==> src/rtl/blackbox_add_arbiter.sv <==
// Round-robin arbiter sharing one external combinational adder among NUM_REQ
// requesters; results are captured with the requester id into a one-entry response register.
module blackbox_add_arbiter #(
    parameter int NUM_REQ = 4,
    parameter int WIDTH   = 16,
    parameter int ID_W    = (NUM_REQ > 1) ? $clog2(NUM_REQ) : 1
) (
    input  logic                     clock,
    input  logic                     reset,
    input  logic [NUM_REQ-1:0]       io_req_valid,
    output logic [NUM_REQ-1:0]       io_req_ready,
    input  logic [NUM_REQ*WIDTH-1:0] io_req_bits,
    output logic [WIDTH-1:0]         io_add_in,
    input  logic [WIDTH-1:0]         io_add_out,
    output logic                     io_resp_valid,
    input  logic                     io_resp_ready,
    output logic [WIDTH-1:0]         io_resp_bits,
    output logic [ID_W-1:0]          io_resp_id
);

    logic [ID_W-1:0]  last_grant_q, last_grant_d;
    logic             resp_valid_q, resp_valid_d;
    logic [WIDTH-1:0] resp_bits_q,  resp_bits_d;
    logic [ID_W-1:0]  resp_id_q,    resp_id_d;

    logic [ID_W-1:0]  grant_idx;
    logic             found;
    logic             any_valid;
    logic             slot_free;
    logic             accept;

    assign any_valid = |io_req_valid;
    assign slot_free = !resp_valid_q || io_resp_ready;
    assign accept    = any_valid && slot_free;

    // Rotating search as two passes: indices above last_grant first, then wrap to the rest.
    always_comb begin
        grant_idx = '0;
        found     = 1'b0;
        for (int unsigned i = 0; i < NUM_REQ; i++) begin
            if (!found && io_req_valid[i] && (ID_W'(i) > last_grant_q)) begin
                grant_idx = ID_W'(i);
                found     = 1'b1;
            end
        end
        for (int unsigned i = 0; i < NUM_REQ; i++) begin
            if (!found && io_req_valid[i] && (ID_W'(i) <= last_grant_q)) begin
                grant_idx = ID_W'(i);
                found     = 1'b1;
            end
        end
    end

    always_comb begin
        io_add_in    = '0;
        io_req_ready = '0;
        for (int unsigned i = 0; i < NUM_REQ; i++) begin
            if (any_valid && (ID_W'(i) == grant_idx)) begin
                io_add_in = io_req_bits[i*WIDTH +: WIDTH];
            end
            // Reset gating keeps ready low while the block is held in reset.
            io_req_ready[i] = accept && reset && (ID_W'(i) == grant_idx);
        end
    end

    always_comb begin
        last_grant_d = last_grant_q;
        resp_valid_d = resp_valid_q;
        resp_bits_d  = resp_bits_q;
        resp_id_d    = resp_id_q;
        if (accept) begin
            resp_bits_d  = io_add_out;
            resp_id_d    = grant_idx;
            resp_valid_d = 1'b1;
            last_grant_d = grant_idx;
        end else if (resp_valid_q && io_resp_ready) begin
            resp_valid_d = 1'b0;
        end
    end

    always_ff @(posedge clock or negedge reset) begin
        if (!reset) begin
            last_grant_q <= ID_W'(NUM_REQ - 1);
            resp_valid_q <= 1'b0;
            resp_bits_q  <= '0;
            resp_id_q    <= '0;
        end else begin
            last_grant_q <= last_grant_d;
            resp_valid_q <= resp_valid_d;
            resp_bits_q  <= resp_bits_d;
            resp_id_q    <= resp_id_d;
        end
    end

    assign io_resp_valid = resp_valid_q;
    assign io_resp_bits  = resp_bits_q;
    assign io_resp_id    = resp_id_q;

endmodule

==> config.mk <==
export PLATFORM = sky130hd
export DESIGN_NAME = blackbox_add_arbiter
export DESIGN_NICKNAME = d
export VERILOG_FILES = /design/src/rtl/blackbox_add_arbiter.sv
export SDC_FILE = /design/constraint.sdc
export NUM_CORES = 1
export LEC_CHECK = 0
export ABC_AREA = 1
export BUFFER_PORTS_ARGS = -buffer_cell sky130_fd_sc_hd__buf_2
export CORE_MARGIN = 5
export CORE_UTILIZATION = 39
export CTS_CLUSTER_DIAMETER = 80
export CTS_CLUSTER_SIZE = 28
export DETAILED_ROUTE_END_ITERATION = 6
export GPL_TIMING_DRIVEN = 1
export PLACE_DENSITY = 0.82
export RECOVER_POWER = 50
export SLEW_MARGIN = 30
export SYNTH_ARGS = -nofsm -noshare
export SYNTH_HDL_FRONTEND = slang
export SYNTH_SLANG_ARGS = --single-unit
==> constraint.sdc <==
create_clock -name clock -period 2.9 [get_ports clock]
set_clock_uncertainty 0.05 [all_clocks]
set_input_delay 0.87 -clock clock [delete_from_list [all_inputs] [get_ports clock]]
set_output_delay 0.87 -clock clock [all_outputs]
set_load 0.02 [all_outputs]
==> flow_summary.json <==
{
  "outcome": "complete, but fails checks",
  "violations": "setup timing",
  "syn-mean-instance-area_um2": 6.41,
  "reg2reg_from": "last_grant_q[1]",
  "drc": 0,
  "endpoint": "io_add_in[4]",
  "fmaxAchievable_mhz": 341,
  "clk_pin_slew_ns": 0.07,
  "finalInstanceArea_um2": 2810,
  "fin_ws_ns": -0.0288,
  "ctsRootBufferMaster": "clkbuf_8",
  "p_leak_nw": 1.58,
  "synth_area_um2": 1570,
  "period_needed_ns": 2.93,
  "yosys-top-cells-area": "dfrtp_1, nand2_1, nand3_1",
  "grt_usage": 0.213,
  "most-common-layout-cells": "buf_2, nand2_1, nand3_1, inv_1, nand3_2",
  "dpl-instance-area_um2": 2360,
  "netlist-cell-type-count": 22,
  "netlist.area_leader.share": 0.303,
  "hold_class": "primary input to async pin",
  "hold_buffers": 0,
  "vias_per_cell": 5.16,
  "grt-ovfl-total": 0,
  "layout_commonest_cell": "buf_2",
  "switching_share": 0.440,
  "cts_tree": "yes",
  "die_area_um2": 5400,
  "cts_buffer_depth": 2,
  "setup_viol": 1,
  "die_x_um": 73.5,
  "routed_wl_um": 6390,
  "r2r-end": "last_grant_q[0]",
  "wl_per_cell_um": 14.9,
  "ant_nets": 0,
  "dpl.cell_count": 423,
  "power.internal_mw": 0.911,
  "tightest_slew_ns": 0.832,
  "num_io_pins": 126,
  "h-tree-depth": 1,
  "drive_gt1_frac": 0.513,
  "design.core.area_um2": 3940,
  "yosysTopAreaCell": "dfrtp_1",
  "syn_nets": 332,
  "hpwlAfterDp_um": 4710,
  "n_fill_cell": 321,
  "period_share": 1.01,
  "critPathKind": "primary input to output port",
  "fin_nets": 468,
  "io_buffers": 125,
  "first_iter_violations": 202,
  "ys_seq_area_frac": 0.336,
  "die_height_um": 73.5,
  "rsz0062_at_grt": "true",
  "syn_inst": 245,
  "p_per_area_nw_per_um2": 579,
  "grt_pass1_wl_um": 9320,
  "antenna_found_initial": 0,
  "rr_worst_depth": 9,
  "finalHoldViolations": 0,
  "worstPathArrival_ns": 2.01,
  "pwr-share-comb": 0.663,
  "cp-start-kind": "primary input",
  "first_pass_iters": 4,
  "antenna_cells": 0,
  "cts_num_sinks": 21,
  "endpoint_kind": "output port",
  "final_core_util": 0.713,
  "fin_cells": 430,
  "via_count": 2218,
  "start_util": 0.399,
  "synthToLayoutAreaGrowth_pct": 78.8,
  "crit_start": "io_req_valid[1]",
  "grt_pass1_vias": 2239,
  "rrSetupSlack_ns": 1.26,
  "maxSlewViolCount": 0,
  "cts_buffers": 3,
  "grt_max_degree": 21,
  "p_sw_mw": 0.717,
  "max-vdd-ir-drop_uv": 361,
  "maxSlewHeadroom": 0.445,
  "cap_violations": 0,
  "crit_fanout": 4,
  "yosysWarnings": 0,
  "clk_latency_ns": 0.25,
  "seqPwrFrac": 0.225,
  "clkPwrFrac": 0.111,
  "cp.required_ns": 1.98,
  "gp_congestion": 0.916,
  "num_rows": 23,
  "ys_ff_latch": 21
}
[critical path, stage by stage]
cell and delay [ns]:
buf_4 0.14, nor2_4 0.11, inv_2 0.07, nor2_4 0.10
nand3_4 0.10, nand2_4 0.11, buf_6 0.12, nand3_1 0.08
nand3_1 0.13, buf_4 0.16
[through the flow]
step / hold WS, ns / TNS [ns] / power [mW] / setup slack [ns]
after floorplan: 0.434 / 0 / 0.850 / 0.00577
after global placement: 0.401 / -0.000915 / 1.16 / -0.000915
after detailed placement: 0.404 / -0.358 / 1.18 / -0.0466
after CTS: 0.386 / -0.0117 / 1.40 / -0.0100
after global routing: 0.392 / -0.288 / 1.72 / -0.0834
final: 0.392 / -0.0288 / 1.63 / -0.0288
[registers in the layout (all words and copies together) (netlist names)]
register,cells
io_resp_id,2
io_resp_bits,16
last_grant_q,2
io_resp_valid,1
[cells by family after synthesis]
group / synth area share
AND/OR/NAND/NOR: 0.527
flip-flops: 0.336
AO/OA/AOI/OAI: 0.0231
buffers and inverters: 0.114
[power by group through the flow]
stage	Clock (mW)	Sequential, mW	Combinational [mW]
after floorplan	0	0.404	0.446
after global placement	0	0.365	0.799
after detailed placement	0	0.368	0.815
after CTS	0.188	0.363	0.849
after global routing	0.194	0.373	1.15
final	0.181	0.367	1.08
[metal layers]
layer	part of all wire	up-vias	track usage
li1	-	1071	-
met1	0.34	1007	0.231
met2	0.52	115	0.398
met3	0.094	25	0.0534
met4	0.044	0	0.0704
met5	0	-	0
[worst min-delay path by stage]
stage | depth (start not counted) | startpoint | to
CTS | 1 | reset | io_resp_id[1]
global placement | 2 | io_resp_bits[6] | io_resp_bits[6]
global route | 1 | reset | io_resp_valid
floorplan | 2 | last_grant_q[0] | last_grant_q[0]
detailed placement | 2 | io_resp_bits[2] | io_resp_bits[2]
finish | 1 | reset | io_resp_id[0]
[layout make-up]
| type | count | area [um^2] | share of cell area |
|---|---|---|---|
| clock buffers | 4 | 45.0 | 0.0160 |
| well taps | 50 | 62.6 | 0.0223 |
| repair buffers | 145 | 985 | 0.350 |
| inverters | 25 | 96.3 | 0.0343 |
| multi-input cells | 185 | 1090 | 0.389 |
| flip-flops and latches | 21 | 528 | 0.188 |
[repair_timing]
action / in CTS / in global routing
gates cloned: 0 / 2
pin swaps: 1 / 17
gates resized for setup: 14 / 82
endpoints found under the setup margin: 17 / 20
setup buffers: 0 / 1
[synthesized netlist by cell type, drive strengths merged]
| master | instances |
|---|---|
| nand2 | 100 |
| nand3 | 53 |
| inv | 25 |
| dfrtp | 19 |
| nand4 | 18 |
| buf | 13 |
| nor2 | 6 |
| o21ai | 3 |
| a21oi | 2 |
| dfstp | 2 |
| nor3 | 2 |
| clkbuf | 1 |
| nor3b | 1 |
No activity file was read; power rests on OpenSTA's default activity.
